<file path="src/rtl/clock_divider_multi.sv">
// Multi-channel programmable clock divider: square or single-cycle pulse per channel.
// Latency: outputs are flops loaded from the next counter value, so tick/clk align with cnt_nxt == 0.
// Backpressure: none; channels free-run while enabled. New divisors wait for a wrap, sync or disable.
module clock_divider_multi #(
  parameter int N_CH        = 4,
  parameter int CNT_W       = 16,
  parameter int DIV_DEFAULT = 120
) (
  input  logic                   clk_in,
  input  logic                   rst_in,
  input  logic [N_CH-1:0]        en_in,
  input  logic [N_CH-1:0]        load_in,
  input  logic [N_CH*CNT_W-1:0]  div_in,
  input  logic [N_CH-1:0]        mode_in,
  input  logic                   sync_in,
  output logic [N_CH-1:0]        clk_out,
  output logic [N_CH-1:0]        tick_out,
  output logic [N_CH-1:0]        pend_out
);

  localparam logic [CNT_W-1:0] ONE     = CNT_W'(1);
  localparam logic [CNT_W-1:0] DIV_RST = CNT_W'(DIV_DEFAULT);
  localparam logic [CNT_W-1:0] CNT_RST = (DIV_RST == '0) ? '0 : DIV_RST - ONE;

  typedef struct packed {
    logic [CNT_W-1:0] div;
    logic [CNT_W-1:0] cnt;
    logic [CNT_W-1:0] pdiv;
    logic             mode;
    logic             pmode;
    logic             pend;
  } ch_t;

  // A divisor of zero runs exactly like a divisor of one.
  function automatic logic [CNT_W-1:0] period(input logic [CNT_W-1:0] d);
    return (d == '0) ? ONE : d;
  endfunction

  for (genvar i = 0; i < N_CH; i++) begin : g_ch
    ch_t              st_q, st_d;
    logic             clk_q, tick_q, clk_d, tick_d;
    logic [CNT_W-1:0] p_cur, p_new, h_new, cnt_nxt, nd;
    logic             wrap, apply, nm;

    always_comb begin
      st_d    = st_q;
      clk_d   = 1'b0;
      tick_d  = 1'b0;
      cnt_nxt = '0;
      p_cur   = period(st_q.div);
      wrap    = (st_q.cnt == p_cur - ONE);
      apply   = !en_in[i] || sync_in || wrap;

      // A strobe coinciding with an apply point bypasses the pending registers.
      if (load_in[i]) begin
        nd = div_in[i*CNT_W +: CNT_W];
        nm = mode_in[i];
      end else if (st_q.pend) begin
        nd = st_q.pdiv;
        nm = st_q.pmode;
      end else begin
        nd = st_q.div;
        nm = st_q.mode;
      end

      if (apply) begin
        st_d.div  = nd;
        st_d.mode = nm;
        st_d.pend = 1'b0;
      end else if (load_in[i]) begin
        st_d.pdiv  = div_in[i*CNT_W +: CNT_W];
        st_d.pmode = mode_in[i];
        st_d.pend  = 1'b1;
      end

      p_new = period(st_d.div);
      h_new = (p_new >> 1) + CNT_W'(p_new[0]);

      // Parking at P-1 makes the first enabled edge a wrap, i.e. a full first period.
      if (!en_in[i]) begin
        st_d.cnt = p_new - ONE;
      end else begin
        cnt_nxt  = (sync_in || wrap) ? '0 : st_q.cnt + ONE;
        st_d.cnt = cnt_nxt;
        tick_d   = (cnt_nxt == '0);
        clk_d    = st_d.mode ? tick_d : (cnt_nxt < h_new);
      end
    end

    always_ff @(posedge clk_in) begin
      if (rst_in) begin
        st_q.div   <= DIV_RST;
        st_q.cnt   <= CNT_RST;
        st_q.pdiv  <= DIV_RST;
        st_q.mode  <= 1'b0;
        st_q.pmode <= 1'b0;
        st_q.pend  <= 1'b0;
        clk_q      <= 1'b0;
        tick_q     <= 1'b0;
      end else begin
        st_q   <= st_d;
        clk_q  <= clk_d;
        tick_q <= tick_d;
      end
    end

    assign clk_out[i]  = clk_q;
    assign tick_out[i] = tick_q;
    assign pend_out[i] = st_q.pend;
  end

endmodule

</file>
<file path="config.mk">
export PLATFORM = sky130hd
export DESIGN_NAME = clock_divider_multi
export DESIGN_NICKNAME = d
export VERILOG_FILES = /design/src/rtl/clock_divider_multi.sv
export SDC_FILE = /design/constraint.sdc
export NUM_CORES = 1
export LEC_CHECK = 0
export CAP_MARGIN = 5
export CORE_ASPECT_RATIO = 0.5
export CORE_MARGIN = 10
export CORE_UTILIZATION = 40
export CTS_CLUSTER_SIZE = 40
export DETAILED_ROUTE_END_ITERATION = 8
export PLACE_DENSITY = 0.58
export SLEW_MARGIN = 5
export SYNTH_ARGS = -nofsm -noshare
export SYNTH_HDL_FRONTEND = slang
export SYNTH_SLANG_ARGS = --single-unit
</file>
<file path="constraint.sdc">
create_clock -name clk_in -period 15.6 [get_ports clk_in]
set_input_delay 3.12 -clock clk_in [delete_from_list [all_inputs] [get_ports clk_in]]
set_output_delay 3.12 -clock clk_in [all_outputs]
set_load 0.005 [all_outputs]
</file>
==> flow_results.xml <==
<?xml version="1.0" encoding="UTF-8"?>
<metrics>
  <group name="detailed_routing">
    <metric name="finalWirelength" unit="µm">57000</metric>
    <metric name="dr_vias_cell" unit="">5.88</metric>
    <metric name="drt-pass1-iter-count" unit="">7</metric>
    <metric name="vias" unit="">17000</metric>
    <metric name="final_antenna_net_count" unit="">0</metric>
    <metric name="detail_route.drc_violations" unit="">0</metric>
    <metric name="route.detailed.wl_per_inst" unit="µm">19.7</metric>
    <metric name="drt_iter0_markers" unit="">1495</metric>
  </group>
  <group name="cts">
    <metric name="clk_root_buffer_cell" unit="">clkbuf_16</metric>
    <metric name="cts.hold.buffers_added" unit="">0</metric>
    <metric name="clkSlewWorstSetupHoldPaths" unit="ps">60</metric>
    <metric name="htree_num_levels" unit="">1</metric>
    <metric name="clock_tree_from_tritoncts" unit="">built</metric>
    <metric name="cts_made_buffers" unit="">24</metric>
    <metric name="post_cts_resize_count" unit="">0</metric>
    <metric name="postCtsSetupRepairBufs" unit="">0</metric>
    <metric name="cts_num_sinks" unit="">212</metric>
    <metric name="clk_path_buf_depth" unit="">3</metric>
    <metric name="clock_insertion_delay_worst_skew" unit="ps">550</metric>
  </group>
  <group name="worst_setup_path">
    <metric name="reg2reg_from" unit="">g_ch[1].st_q[44]$_SDFF_PP0_</metric>
    <metric name="reg2reg_slack" unit="ps">8550</metric>
    <metric name="setup.worst_path.start_class" unit="">input port</metric>
    <metric name="worst-r2r-cell-count" unit="">26</metric>
    <metric name="timing.setup.critical_path_class" unit="">input port to register</metric>
    <metric name="worst_ep_required_time" unit="ps">16090</metric>
    <metric name="critical-path-slowest-cell" unit="">nor2_1</metric>
    <metric name="timing.critical_path.from" unit="">en_in[3]</metric>
    <metric name="slowest_delay" unit="ps">730</metric>
    <metric name="timing.critical_path.cells" unit="">clkdlybuf4s50_1, buf_4, inv_1, nor2_1, nor2_1, a221oi_1, o21ai_0, a211oi_1, nor2_1, ha_1, and2_1, nand3_1, nor2_1, xor2_1, ha_1, a21oi_1, nor2b_1, o21ai_0, nand2b_1, a21oi_1, nor2b_1, o21ai_0, and3_1, mux2_2</metric>
    <metric name="critical_path_peak_fanout" unit="">22</metric>
    <metric name="worst_setup_path_end_kind" unit="">register</metric>
    <metric name="crit_path_end" unit="">g_ch[3].clk_q$_SDFF_PP0_</metric>
    <metric name="worst_ep_arrival_time" unit="ps">8660</metric>
    <metric name="destination_of_the_worst_register_to_register_timing_path" unit="">g_ch[1].clk_q$_SDFF_PP0_</metric>
    <metric name="timing.critical_path.mode_cell" unit="">nor2_1</metric>
  </group>
  <group name="pwr">
    <metric name="leakage" unit="nW">7.28</metric>
    <metric name="power.ir.vdd_worst" unit="mV">0.0758</metric>
    <metric name="p_per_area" unit="mW/mm²">89.9</metric>
  </group>
  <group name="floorplanning">
    <metric name="die_height" unit="µm">168</metric>
    <metric name="die-width" unit="µm">316</metric>
    <metric name="core" unit="mm²">0.0426</metric>
    <metric name="starting_density" unit="%">41.0</metric>
    <metric name="io-pin-count" unit="">91</metric>
    <metric name="std_cell_rows" unit="">53</metric>
    <metric name="fp.dieArea" unit="mm²">0.0529</metric>
  </group>
  <group name="grt">
    <metric name="global_route_wire_length_before_repair" unit="µm">90900</metric>
    <metric name="global_route_total_usage_across_every_layer" unit="%">20.8</metric>
    <metric name="grt_max_degree" unit="">79</metric>
    <metric name="busiest_layer" unit="">met2</metric>
    <metric name="global_route.usage.met3" unit="%">3.23</metric>
    <metric name="grt_antenna_before_repair" unit="">1</metric>
    <metric name="globalRouteOverflowTotal" unit="">0</metric>
    <metric name="gr-usage-met2" unit="%">33.1</metric>
    <metric name="grt_use_met1" unit="%">28.6</metric>
    <metric name="vias_in_the_first_global_route" unit="">16200</metric>
  </group>
  <group name="sta">
    <metric name="timing.max_slew.rel_slack" unit="%">21.5</metric>
    <metric name="final_period_minus_worst_setup_slack" unit="ps">8170</metric>
    <metric name="holdWs" unit="ps">460</metric>
    <metric name="tightest_slew" unit="ps">1170</metric>
    <metric name="tns" unit="ps">0</metric>
    <metric name="report.final.setup_viol" unit="">0</metric>
    <metric name="layout_worst_path_cycle_share" unit="%">52.4</metric>
    <metric name="slew_viol_final" unit="">0</metric>
    <metric name="rsz0062_at_grt" unit="">false</metric>
    <metric name="maxClockFrequency" unit="MHz">122</metric>
    <metric name="hold_viol" unit="">0</metric>
    <metric name="largest_clock_skew_in_the_final_design" unit="ps">29.5</metric>
  </group>
  <group name="yosys">
    <metric name="primary_ff_master_synth" unit="">dfxtp_1</metric>
    <metric name="syn-num-nets" unit="">2480</metric>
    <metric name="number_of_instances_in_the_synthesized_netlist" unit="">2325</metric>
    <metric name="ys.warnings.count" unit="">0</metric>
    <metric name="synth_async_sr_flop_share" unit="%">0</metric>
    <metric name="synthDominantCellAreaShare" unit="%">24.3</metric>
    <metric name="yosysUniqueCellTypes" unit="">108</metric>
    <metric name="syn-mean-instance-area" unit="µm²">7.51</metric>
    <metric name="synth.cell_area" unit="mm²">0.0175</metric>
    <metric name="ys_top_cells_by_area" unit="">dfxtp_1, xnor2_1, nor2_1</metric>
    <metric name="yosysSeqAreaShare" unit="%">24.3</metric>
    <metric name="synth_area_leader_cell" unit="">dfxtp_1</metric>
    <metric name="synth_edf_count" unit="">0</metric>
    <metric name="ys_ff_latch" unit="">212</metric>
  </group>
  <group name="run">
    <metric name="maxCapViolCount" unit="">0</metric>
  </group>
  <group name="place">
    <metric name="dp.cells" unit="">2844</metric>
    <metric name="gp_congestion" unit="">0.902</metric>
    <metric name="detailedPlacementHpwl" unit="µm">42400</metric>
    <metric name="placement.io_buffers" unit="">90</metric>
  </group>
  <group name="finish">
    <metric name="non_filler_instances" unit="">2889</metric>
    <metric name="fillerInstances" unit="">4350</metric>
    <metric name="post_route_cells_drive_above_1_share" unit="%">6.10</metric>
    <metric name="syn_to_final_growth" unit="%">10.3</metric>
    <metric name="multi_input_comb_area" unit="mm²">0.0123</metric>
    <metric name="seqCellArea" unit="mm²">0.00424</metric>
    <metric name="num-nets-final" unit="">2448</metric>
  </group>
  <group name="min_path">
    <metric name="timing.hold.worst.class" unit="">register to register</metric>
  </group>
  <group name="outcome">
    <metric name="run_status" unit="">finished clean</metric>
  </group>
</metrics>
-- state kept, by name (all words and copies together) (netlist names) --
| register | cells |
|---|---|
| pend_out | 4 |
| g_ch.st_q | 200 |
| g_ch.clk_q | 4 |
| g_ch.tick_q | 4 |
-- worst max-delay path: cells and delay by family --
kind                     cells  cell delay, ps
AO/OA/AOI/OAI                7            1620
XOR/XNOR                     1             160
adder cells (fa/ha/maj)      2             540
buffers and inverters        3            1020
multiplexers                 1             140
AND/OR/NAND/NOR             10            2060
-- worst min path at each step --
stage	cells after the start	slack (ps)	start	end
floorplan	2	440	g_ch[3].st_q[14]$_SDFFE_PP0P_	g_ch[3].st_q[14]$_SDFFE_PP0P_
finish	2	460	g_ch[2].st_q[18]$_SDFFE_PP0P_	g_ch[2].st_q[18]$_SDFFE_PP0P_
global placement	2	450	g_ch[2].st_q[11]$_SDFFE_PP0P_	g_ch[2].st_q[11]$_SDFFE_PP0P_
detailed placement	2	450	g_ch[2].st_q[17]$_SDFFE_PP0P_	g_ch[2].st_q[17]$_SDFFE_PP0P_
CTS	2	460	g_ch[2].st_q[17]$_SDFFE_PP0P_	g_ch[2].st_q[17]$_SDFFE_PP0P_
global route	2	490	g_ch[3].st_q[18]$_SDFFE_PP0P_	g_ch[3].st_q[18]$_SDFFE_PP0P_
-- cell usage in the layout, fill, tap and decap left out, types with 15 or more instances in the layout --
master	count
a211o_1	19
a211oi_1	27
a21o_1	19
a21oi_1	113
a22oi_1	23
a31oi_1	30
and2_1	27
and3_1	33
buf_4	16
clkbuf_16	25
clkdlybuf4s50_1	89
dfxtp_1	212
ha_1	76
inv_1	61
mux2i_1	56
nand2_1	249
nand2b_1	24
nand3_1	130
nand4_1	29
nor2_1	297
nor2b_1	18
nor3_1	75
nor4_1	37
o21ai_0	67
o31ai_1	16
or3_1	29
or4_1	15
xnor2_1	139
xor2_1	74
-- cell type report --
| class | instances | area share, % |
|---|---|---|
| diodes | 1 | 0.0130 |
| repair buffers | 105 | 5.25 |
| multi-input cells | 1887 | 63.6 |
| clock buffers | 37 | 3.64 |
| flip-flops and latches | 212 | 22.0 |
| well taps | 577 | 3.75 |
| inverters | 63 | 1.23 |
| clock inverters | 7 | 0.455 |
-- synthesized netlist by cell type (33+ instances only) --
library cell	number
nand2_1	249
clkbuf_1	108
xnor2_1	139
inv_1	61
nor4_1	38
nor3_1	75
xor2_1	74
ha_1	76
and3_1	33
nor2_1	297
o21ai_0	67
mux2i_1	56
dfxtp_1	212
nand3_1	130
a21oi_1	113
-- kinds of logic (layout without fill, tap and decap cells) --
| group | after synthesis | in the layout | synth area share (%) |
|---|---|---|---|
| mux | 70 | 70 | 4.11 |
| buf+inv | 226 | 212 | 5.63 |
| other cells | 0 | 1 | 0 |
| simple gates | 1060 | 1060 | 30.8 |
| xor+xnor | 214 | 214 | 10.8 |
| compound gates | 467 | 467 | 18.9 |
| flops | 212 | 212 | 24.3 |
| fa+ha+maj | 76 | 76 | 5.44 |
-- per-stage QoR --
step	setup slack, ps	instance area (µm²)	utilization [%]	total power, mW
3_3_place_gp	6990	18500	43.4	1.14
2_1_floorplan	8830	17500	-	1.00
4_1_cts	7490	19300	45.2	1.74
6_report	7430	19300	45.2	1.73
3_5_place_dp	6940	18500	43.4	1.14
5_1_grt	7010	19300	45.2	1.82
-- power breakdown --
part	total [mW]	switching, mW	internal, mW
clock	0.593	0.251	0.342
sequential	0.641	0.0638	0.577
combinational	0.498	0.293	0.205
total	1.73	0.608	1.12
-- layer usage --
metal,share of wire (%),up-vias
li1,-,8290
met1,47,8081
met2,44,518
met3,6.0,87
met4,2.5,0
met5,0,-
(Power assumes the default switching activity.)
